===== src/rtl/spi_ht16d35a_pkg.sv =====
// Shared types and constants for the HT16D35A-style 3-wire SPI controller and target.
package spi_ht16d35a_pkg;

    localparam int   SPI_BITS = 8;
    localparam logic SCK_IDLE = 1'b1;

    typedef enum logic [1:0] {
        IDLE = 2'd0,
        BITS = 2'd1,
        GAP  = 2'd2
    } rx_state_t;

    typedef struct packed {
        logic partial;
        logic gap;
        logic overflow;
    } rx_err_t;

endpackage


===== src/rtl/spi_sync_edge.sv =====
// Multi-flop synchroniser for one asynchronous input, with rise/fall strobes derived
// from the synchronised level.
module spi_sync_edge #(
    parameter int   STAGES    = 2,
    parameter logic RESET_VAL = 1'b0
) (
    input  logic clk,
    input  logic reset,
    input  logic i_async,
    output logic o_level,
    output logic o_rise,
    output logic o_fall
);

    logic [STAGES-1:0] r_sync;
    logic              r_prev;

    // synchroniser chain plus one history flop for edge detection
    always_ff @(posedge clk or negedge reset) begin
        if (!reset) begin
            r_sync <= {STAGES{RESET_VAL}};
            r_prev <= RESET_VAL;
        end else begin
            r_sync <= {r_sync[STAGES-2:0], i_async};
            r_prev <= r_sync[STAGES-1];
        end
    end

    assign o_level = r_sync[STAGES-1];
    assign o_rise  = r_sync[STAGES-1] & ~r_prev;
    assign o_fall  = ~r_sync[STAGES-1] & r_prev;

endmodule


===== src/rtl/spi_target_ht16d35a_rx.sv =====
// Oversampling SPI receive target (CPOL=1, MSB first): byte strobes, inter-byte gap
// checking and a per-frame summary on chip-select release.
module spi_target_ht16d35a_rx
    import spi_ht16d35a_pkg::*;
#(
    parameter int SYNC_STAGES = 2,
    parameter int CLK_2us     = 100,
    parameter int us2_SZ      = $clog2(CLK_2us + 1),
    parameter int MAX_BYTES   = 8,
    parameter int BYTES_SZ    = $clog2(MAX_BYTES + 1)
) (
    input  logic                clk,
    input  logic                reset,
    input  logic                sck,
    input  logic                dio,
    input  logic                cs,
    output logic [SPI_BITS-1:0] rx_data,
    output logic                rx_valid,
    output logic                rx_first,
    output logic                frame_done,
    output logic [BYTES_SZ-1:0] frame_bytes,
    output logic                err_partial,
    output logic                err_gap,
    output logic                err_overflow,
    output logic                busy
);

    localparam int                BIT_W    = $clog2(SPI_BITS);
    localparam logic [BIT_W-1:0]  LAST_BIT = BIT_W'(SPI_BITS - 1);
    localparam int                SETTLE_W = $clog2(SYNC_STAGES + 1);

    logic w_sck_rise, w_sck_fall, w_unused_sck_level;
    logic w_cs_level, w_cs_rise, w_cs_fall;
    logic w_dio, w_unused_dio_rise, w_unused_dio_fall;

    spi_sync_edge #(.STAGES(SYNC_STAGES), .RESET_VAL(SCK_IDLE)) u_sync_sck (
        .clk(clk), .reset(reset), .i_async(sck),
        .o_level(w_unused_sck_level), .o_rise(w_sck_rise), .o_fall(w_sck_fall)
    );

    spi_sync_edge #(.STAGES(SYNC_STAGES), .RESET_VAL(1'b1)) u_sync_cs (
        .clk(clk), .reset(reset), .i_async(cs),
        .o_level(w_cs_level), .o_rise(w_cs_rise), .o_fall(w_cs_fall)
    );

    spi_sync_edge #(.STAGES(SYNC_STAGES), .RESET_VAL(1'b0)) u_sync_dio (
        .clk(clk), .reset(reset), .i_async(dio),
        .o_level(w_dio), .o_rise(w_unused_dio_rise), .o_fall(w_unused_dio_fall)
    );

    rx_state_t             r_state, w_state_next;
    logic [SETTLE_W-1:0]   r_settle;
    logic                  r_armed;
    logic [SPI_BITS-2:0]   r_shreg;
    logic [SPI_BITS-1:0]   w_shreg_next;
    logic [BIT_W-1:0]      r_bit_cnt;
    logic [BYTES_SZ-1:0]   r_byte_cnt;
    logic [us2_SZ-1:0]     r_gap_cnt;
    logic [SPI_BITS-1:0]   r_rx_data;
    logic                  r_rx_valid, r_rx_first, r_frame_done, r_busy;
    logic [BYTES_SZ-1:0]   r_frame_bytes;
    rx_err_t               r_err;

    assign w_shreg_next = {r_shreg, w_dio};

    // state register
    always_ff @(posedge clk or negedge reset) begin
        if (!reset) begin
            r_state <= IDLE;
        end else begin
            r_state <= w_state_next;
        end
    end

    // next-state logic; a cs release beats any simultaneous sck edge
    always_comb begin
        w_state_next = r_state;
        case (r_state)
            IDLE: begin
                if (w_cs_fall && r_armed) begin
                    w_state_next = BITS;
                end else begin
                    w_state_next = IDLE;
                end
            end
            BITS: begin
                if (w_cs_rise) begin
                    w_state_next = IDLE;
                end else if (w_sck_rise && (r_bit_cnt == LAST_BIT)) begin
                    w_state_next = GAP;
                end else begin
                    w_state_next = BITS;
                end
            end
            GAP: begin
                if (w_cs_rise) begin
                    w_state_next = IDLE;
                end else if (w_sck_fall) begin
                    w_state_next = BITS;
                end else begin
                    w_state_next = GAP;
                end
            end
            default: w_state_next = IDLE;
        endcase
    end

    // Arm only once the cs synchroniser holds real pin samples, so the reset value
    // flushing out cannot fake a cs fall in the middle of a frame.
    always_ff @(posedge clk or negedge reset) begin
        if (!reset) begin
            r_settle <= '0;
            r_armed  <= 1'b0;
        end else begin
            if (r_settle != SETTLE_W'(SYNC_STAGES)) begin
                r_settle <= r_settle + SETTLE_W'(1);
            end
            if ((r_settle == SETTLE_W'(SYNC_STAGES)) && w_cs_level) begin
                r_armed <= 1'b1;
            end
        end
    end

    // shift register, counters, error flags and registered outputs
    always_ff @(posedge clk or negedge reset) begin
        if (!reset) begin
            r_shreg       <= '0;
            r_bit_cnt     <= '0;
            r_byte_cnt    <= '0;
            r_gap_cnt     <= '0;
            r_rx_data     <= '0;
            r_rx_valid    <= 1'b0;
            r_rx_first    <= 1'b0;
            r_frame_done  <= 1'b0;
            r_frame_bytes <= '0;
            r_busy        <= 1'b0;
            r_err         <= '0;
        end else begin
            r_rx_valid   <= 1'b0;
            r_frame_done <= 1'b0;
            if (w_cs_rise && (r_state != IDLE)) begin
                if ((r_state == BITS) && (r_bit_cnt != '0)) begin
                    r_err.partial <= 1'b1;
                end
                r_bit_cnt     <= '0;
                r_frame_done  <= 1'b1;
                r_busy        <= 1'b0;
                r_frame_bytes <= r_byte_cnt;
            end else if (w_cs_fall && r_armed && (r_state == IDLE)) begin
                r_bit_cnt  <= '0;
                r_byte_cnt <= '0;
                r_err      <= '0;
                r_busy     <= 1'b1;
            end else if ((r_state == BITS) && w_sck_rise) begin
                r_shreg <= w_shreg_next[SPI_BITS-2:0];
                if (r_bit_cnt == LAST_BIT) begin
                    r_bit_cnt <= '0;
                    r_gap_cnt <= '0;
                    if (r_byte_cnt < BYTES_SZ'(MAX_BYTES)) begin
                        r_rx_data  <= w_shreg_next;
                        r_rx_valid <= 1'b1;
                        r_rx_first <= (r_byte_cnt == '0);
                        r_byte_cnt <= r_byte_cnt + BYTES_SZ'(1);
                    end else begin
                        r_err.overflow <= 1'b1;
                    end
                end else begin
                    r_bit_cnt <= r_bit_cnt + BIT_W'(1);
                end
            end else if (r_state == GAP) begin
                if (w_sck_fall && (r_gap_cnt < us2_SZ'(CLK_2us))) begin
                    r_err.gap <= 1'b1;
                end
                if (r_gap_cnt < us2_SZ'(CLK_2us)) begin
                    r_gap_cnt <= r_gap_cnt + us2_SZ'(1);
                end
            end
        end
    end

    assign rx_data      = r_rx_data;
    assign rx_valid     = r_rx_valid;
    assign rx_first     = r_rx_first;
    assign frame_done   = r_frame_done;
    assign frame_bytes  = r_frame_bytes;
    assign err_partial  = r_err.partial;
    assign err_gap      = r_err.gap;
    assign err_overflow = r_err.overflow;
    assign busy         = r_busy;

endmodule

===== config.mk =====
export PLATFORM = sky130hd
export DESIGN_NAME = spi_target_ht16d35a_rx
export DESIGN_NICKNAME = d
export VERILOG_FILES = /design/src/rtl/spi_ht16d35a_pkg.sv /design/src/rtl/spi_sync_edge.sv /design/src/rtl/spi_target_ht16d35a_rx.sv
export SDC_FILE = /design/constraint.sdc
export NUM_CORES = 1
export LEC_CHECK = 0
export ABC_CLOCK_PERIOD_IN_PS = 1850
export CAP_MARGIN = 10
export CORE_AREA = 2 2 78 80
export DETAILED_ROUTE_END_ITERATION = 10
export DIE_AREA = 0 0 80 82
export PLACE_DENSITY_LB_ADDON = 0.1
export SLEW_MARGIN = 20
export SYNTH_ARGS = -nofsm -noshare
export SYNTH_HDL_FRONTEND = slang
export SYNTH_SLANG_ARGS = --single-unit

===== constraint.sdc =====
create_clock -name clk -period 1.85 [get_ports clk]
set_input_delay 0.555 -clock clk [delete_from_list [all_inputs] [get_ports clk]]
set_output_delay 0.555 -clock clk [all_outputs]
set_load 0.03 [all_outputs]

==> results of run 1 <==
-- state kept, by name, summed over array words and instances (netlist names) --
| register | flops |
|---|---|
| u_sync_cs.r_prev | 1 |
| r_shreg | 7 |
| u_sync_dio.r_sync | 2 |
| u_sync_cs.r_sync | 2 |
| u_sync_sck.r_prev | 1 |
| err_gap | 1 |
| r_bit_cnt | 3 |
| u_sync_sck.r_sync | 2 |
| err_partial | 1 |
| busy | 1 |
| r_state | 2 |
| err_overflow | 1 |
| rx_first | 1 |
| r_settle | 2 |
| r_gap_cnt | 7 |
| rx_valid | 1 |
| r_armed | 1 |
| rx_data | 8 |
| r_byte_cnt | 4 |
| frame_done | 1 |
| frame_bytes | 4 |
-- cell usage after synthesis, drive strengths merged, types with 2 or more instances --
cell / count / area [um2]
and3: 5 / 31.3
mux2: 18 / 203
clkbuf: 2 / 8.75
nand2: 19 / 71.3
nand2b: 3 / 18.8
a22o: 2 / 17.5
ha: 7 / 87.6
dfstp: 6 / 158
a21o: 2 / 15.0
nor2b: 4 / 25.0
nand3: 6 / 52.6
a31oi: 3 / 18.8
dfrtp: 47 / 1180
inv: 10 / 37.5
a21oi: 6 / 30.0
nor2: 9 / 36.3
nor3: 4 / 36.3
nor3b: 2 / 15.0
o21ai: 9 / 48.8
-- power groups by stage --
stage	combinational (mW)	clock, mW	sequential, mW
CTS	0.308	0.728	1.35
global placement	0.306	0	1.37
detailed placement	0.319	0	1.38
global route	0.341	0.780	1.37
floorplan	0.159	0	1.38
finish	0.307	0.693	1.35
-- per-layer routing --
metal | global-route usage [%] | vias up | routed length [um]
li1 | - | 706 | -
met1 | 18.1 | 733 | 1820
met2 | 24.3 | 37 | 2030
met3 | 3.52 | 7 | 205
met4 | 6.10 | 0 | 70
met5 | 0 | - | 0
-- cell usage in the layout (no fill, tap or decap), drive strengths merged, types with 2 or more instances in the layout --
master | Yosys | routed
clkdlybuf4s50 | 0 | 3
a31oi | 3 | 3
inv | 10 | 10
nand2b | 3 | 3
o21ai | 9 | 9
clkbuf | 2 | 7
buf | 1 | 13
mux2 | 18 | 18
a21oi | 6 | 6
dlygate4sd2 | 0 | 19
nor2b | 4 | 4
dfstp | 6 | 6
dfrtp | 47 | 47
nor2 | 9 | 9
a21o | 2 | 2
a22o | 2 | 2
ha | 7 | 7
and3 | 5 | 5
nor3b | 2 | 2
nor3 | 4 | 4
nand3 | 6 | 6
nand2 | 19 | 19
-- cell families (layout without fill, tap and decap cells) --
family / Yosys count / after routing / synth area share, %
AND/OR/NAND/NOR: 56 / 56 / 15.2
flip-flops: 53 / 53 / 59.7
AO/OA/AOI/OAI: 30 / 30 / 8.91
multiplexers: 19 / 19 / 9.52
buffers and inverters: 13 / 53 / 2.30
adder cells (fa/ha/maj): 7 / 7 / 3.92
XOR/XNOR: 1 / 1 / 0.392
-- final timing paths --
kind,startpoint,to,slack (ns),depth (start not counted)
setup / recovery,r_bit_cnt[0]$_DFFE_PN0P_,rx_data[4]$_DFFE_PN0P_,0.12,7
hold / removal,reset,r_gap_cnt[6]$_DFFE_PN0P_,0.21,2
setup reg to reg,r_bit_cnt[0]$_DFFE_PN0P_,rx_data[4]$_DFFE_PN0P_,0.12,7
hold reg to reg,u_sync_dio.r_sync[0]$_DFF_PN0_,u_sync_dio.r_sync[1]$_DFF_PN0_,0.36,0
max in group asynchronous,reset,u_sync_cs.r_prev$_DFF_PN1_,1.33,2
min in group clk,u_sync_dio.r_sync[0]$_DFF_PN0_,u_sync_dio.r_sync[1]$_DFF_PN0_,0.36,0
-- metrics by stage --
step / power [mW] / setup WS [ns]
2_1_floorplan: 1.54 / 0.132
4_1_cts: 2.39 / 0.0701
3_5_place_dp: 1.70 / 0.104
5_1_grt: 2.49 / 0.0191
3_3_place_gp: 1.67 / 0.164
6_report: 2.35 / 0.116
-- timing repair --
item,CTS,global route
endpoints found under the hold margin,0,0
gates resized for setup,19,1
pin swaps,0,1
endpoints found under the setup margin,19,9
buffers inserted,0,3
-- cell type report --
type                    count  share of cell area (%)
clock buffers               7                    3.54
clock inverters             1                   0.184
inverters                  10                    1.38
multi-input cells         113                    31.2
repair buffers             35                    11.2
flip-flops and latches     53                    49.1
well taps                  75                    3.45
-- worst max-delay path: stages (launching register included) --
cell     delay (ns)
dfrtp_1        0.40
ha_1           0.20
ha_1           0.22
inv_1          0.14
nor3_4         0.07
nand3_4        0.10
buf_4          0.16
mux2_2         0.34
==> flow_summary.ini, run 1 <==
[outcome]
status = finished clean

[floorplan]
dieWidth_um = 80
io_pins = 24
die_h_um = 82
core_mm2 = 0.00575
rows = 28
die-area_mm2 = 0.00656
start_util_pct = 38.9

[timing]
setup_viol = 0
worst_slew_pin_slew_ns = 0.408
layout_min_cycle_time_ns = 1.73
rsz0062_at_grt = false
skew_ns = 0.0106
worst_hold_slack_ns = 0.213
hold_violations = 0
slew_viol_final = 0
slew_headroom_pct = 72.5
fin_crit_sh_pct = 93.7
final.setup.tns_ns = 0
fmax_ghz = 0.577

[placed_design]
place_area_mm2 = 0.00262
dp_hpwl_mm = 2.95
dp.cells = 283
place.gp.congestion = 0.809
io_buffers = 23

[power_and_ir_drop]
p_int_mw = 1.75
worst_ir_drop_vdd_uv = 495
clkPwrFrac_pct = 29.5
p_comb_share_pct = 13.0
pwr_density_cell_mw_per_mm2 = 864
switchingPower_mw = 0.597
power.leakage_nw = 1.37
pwr-share-seq_pct = 57.5
switching_share_pct = 25.4

[yosys]
yosys.cell_types.count = 42
syn_nets = 191
yosysSeqAreaShare_pct = 59.7
synth_edf_count = 0
ys_ff_latch = 53
synth-main-ff-cell = dfrtp_1
async_flop_share_pct = 100
syn_area_mm2 = 0.00223
syn_inst = 179
synth_warnings = 0
synth_area_per_cell_um2 = 12.5

[detailed_routing]
drtIter0Drc = 72
dr.pass1.iters = 4
vias = 1483
ant_nets = 0
drt_wl_total_mm = 4.12
wl_per_cell_um = 14.0
drc = 0
drt-vias-per-instance = 5.04

[worst_setup_path]
crit_arrival_ns = 1.92
criticalPathCategory = reg -> reg
cp-start-kind = flip-flop
worstSetupEndpointType = flip-flop
cp_data_required_time_ns = 2.04
path_max_fanout = 7

[clocking]
clockRootBuffer = clkbuf_8
cts_tree = built
postCtsHoldBufs = 0
clk_path_buf_depth = 2
htree_levels = 2
cts_buffers = 5
clock_sinks = 53
clkSlewWorstSetupHoldPaths_ns = 0.09
clk_latency_ns = 0.31

[final_layout]
synthToLayoutAreaGrowth_pct = 21.8
fillers = 535
register_area_mm2 = 0.00134
antenna_cells = 0
multi_input_area_um2 = 848
post-route-util_pct = 47.3
finalNonFillerCells = 294
final_nets = 230
final_area_mm2 = 0.00272
drive_gt1_share_pct = 26.0

[global_routing]
grt_pass1_wl_mm = 7.34
overflow = 0
grt_use_total_pct = 14.6
antenna_found_initial = 0
grt_max_degree = 54
grt_pass1_vias = 1576

[flow_run]
cap_violations = 0

[worst_hold_path]
hp-class = in -> async
Power figures use the tool's default switching activity.
==> run 2: changes to the inputs <==
--- a/config.mk
+++ b/config.mk
@@ -10,6 +10,7 @@
 export CORE_AREA = 2 2 78 80
 export DETAILED_ROUTE_END_ITERATION = 10
 export DIE_AREA = 0 0 80 82
+export DONT_BUFFER_PORTS = 1
 export PLACE_DENSITY_LB_ADDON = 0.1
 export SLEW_MARGIN = 20
 export SYNTH_ARGS = -nofsm -noshare
==> flow_summary.ini, run 2 (synthesized netlist as in run 1, its figures left out) <==
[placed_design]
dp_worst_setup_slack_ns = 0.0637
dp_hpwl_mm = 2.75
dp.cells = 258
place_area_mm2 = 0.00237
place.gp.congestion = 0.807
io_buffers = 0

[global_routing]
grt_pass1_wl_mm = 6.82
met2_usage_pct = 22.1
grtUsageMet3_pct = 4.51
grt_use_met1_pct = 16.8
grt_use_total_pct = 13.7
overflow = 0
grt_max_degree = 48
antenna_found_initial = 0
top_usage_layer = met2
grt_pass1_vias = 1424

[clocking]
clkSlewWorstSetupHoldPaths_ns = 0.09
cts_tree = built
clock_sinks = 53
cts_buffers = 5
clk_latency_ns = 0.30
htree_levels = 2
clockRootBuffer = clkbuf_8
clk_path_buf_depth = 2

[timing]
worst_slew_pin_slew_ns = 0.462
fin_crit_sh_pct = 94.6
fmax_ghz = 0.571
layout_min_cycle_time_ns = 1.75
hold_violations = 0
skew_ns = 0.00705
setup_viol = 0
fin_ws_ns = 0.0996
slew_headroom_pct = 68.8
slew_viol_final = 0

[final_layout]
largest_reg_flops = 8
final_area_mm2 = 0.00253
final_nets = 205
antenna_cells = 0
drive_gt1_share_pct = 27.8
mostFrequentLayoutCells = dfrtp_1 (46), nand2_1 (19), mux2_2 (18), buf_4 (9)
finalNonFillerCells = 269
synthToLayoutAreaGrowth_pct = 13.1
layout_commonest_cell = dfrtp_1

[power_and_ir_drop]
pwr_density_cell_mw_per_mm2 = 956
power.leakage_nw = 1.20
worst_ir_drop_vdd_uv = 452

[detailed_routing]
dr.pass1.iters = 4
drt-vias-per-instance = 5.13
drtIter0Drc = 92
wl_per_cell_um = 14.9
ant_nets = 0
drc = 0
drt_wl_total_mm = 4.00
vias = 1381

[floorplan]
core_mm2 = 0.00575
die-area_mm2 = 0.00656
dieWidth_um = 80
rows = 28
die_h_um = 82
io_pins = 24
start_util_pct = 38.9

[worst_setup_path]
cp-start-kind = flip-flop
cp_data_required_time_ns = 2.04
crit_arrival_ns = 1.94
criticalPathCategory = reg -> reg
worstSetupEndpointType = flip-flop
path_max_fanout = 7

[outcome]
status = finished clean

[flow_run]
cap_violations = 0

[worst_hold_path]
hp-class = in -> async
## run 2: worst paths after layout
kind                                            endpoint  slack, ns  cells after the start                      startpoint
setup / recovery                  r_shreg[2]$_DFFE_PN0P_        0.1                      4  u_sync_sck.r_sync[1]$_DFF_PN1_
hold reg to reg            u_sync_cs.r_sync[1]$_DFF_PN1_       0.36                      0   u_sync_cs.r_sync[0]$_DFF_PN1_
setup reg to reg                  r_shreg[2]$_DFFE_PN0P_        0.1                      4  u_sync_sck.r_sync[1]$_DFF_PN1_
max in group asynchronous           r_state[1]$_DFF_PN0_       1.53                      1                           reset
hold / removal                  r_gap_cnt[6]$_DFFE_PN0P_       0.08                      1                           reset
min in group clk           u_sync_cs.r_sync[0]$_DFF_PN1_       0.25                      0                              cs
## run 2: repair_timing
item,4_1_cts,5_1_grt
gates resized for setup,0,2
buffers inserted,0,2
endpoints found under the setup margin,0,8
hold buffers,1,0
endpoints found under the hold margin,47,0
## run 2: report_power, final
| group | switching, mW | internal [mW] | total [mW] | leakage [nW] |
|---|---|---|---|---|
| registers | 0.116 | 1.27 | 1.38 | 0.687 |
| logic | 0.110 | 0.122 | 0.232 | 0.452 |
| clock network | 0.356 | 0.441 | 0.797 | 0.0585 |
## run 2: area by class of cell
type,count,area (um2)
Clock buffer,7,86.3
Clock inverter,1,30.0
Fill cell,538,3220
Inverter,10,37.5
Multi-Input combinational cell,113,848
Sequential cell,53,1340
Tap cell,75,93.8
Timing Repair Buffer,10,95.1
## run 2: layer usage
metal | vias up | routed length, um
met1 | 702 | 1800
met2 | 25 | 1910
met5 | - | 0
met4 | 0 | 61
met3 | 6 | 226
li1 | 648 | -
## run 2: through the flow
stage | TNS (ns) | utilization (%) | total power [mW] | hold slack [ns]
floorplan | 0 | - | 1.54 | 0.259
global placement | 0 | 41.2 | 1.61 | 0.261
detailed placement | 0 | 41.2 | 1.62 | 0.261
CTS | 0 | 43.7 | 2.45 | 0.0729
global route | -0.00936 | 44.0 | 2.55 | 0.0608
finish | 0 | 44.0 | 2.41 | 0.0761
## run 2: worst max-delay path, stage by stage, from the launching register on
cell      delay (ns)
dfstp_2         0.59
buf_4           0.13
and4bb_2        0.35
nand3_2         0.22
mux2_2          0.34
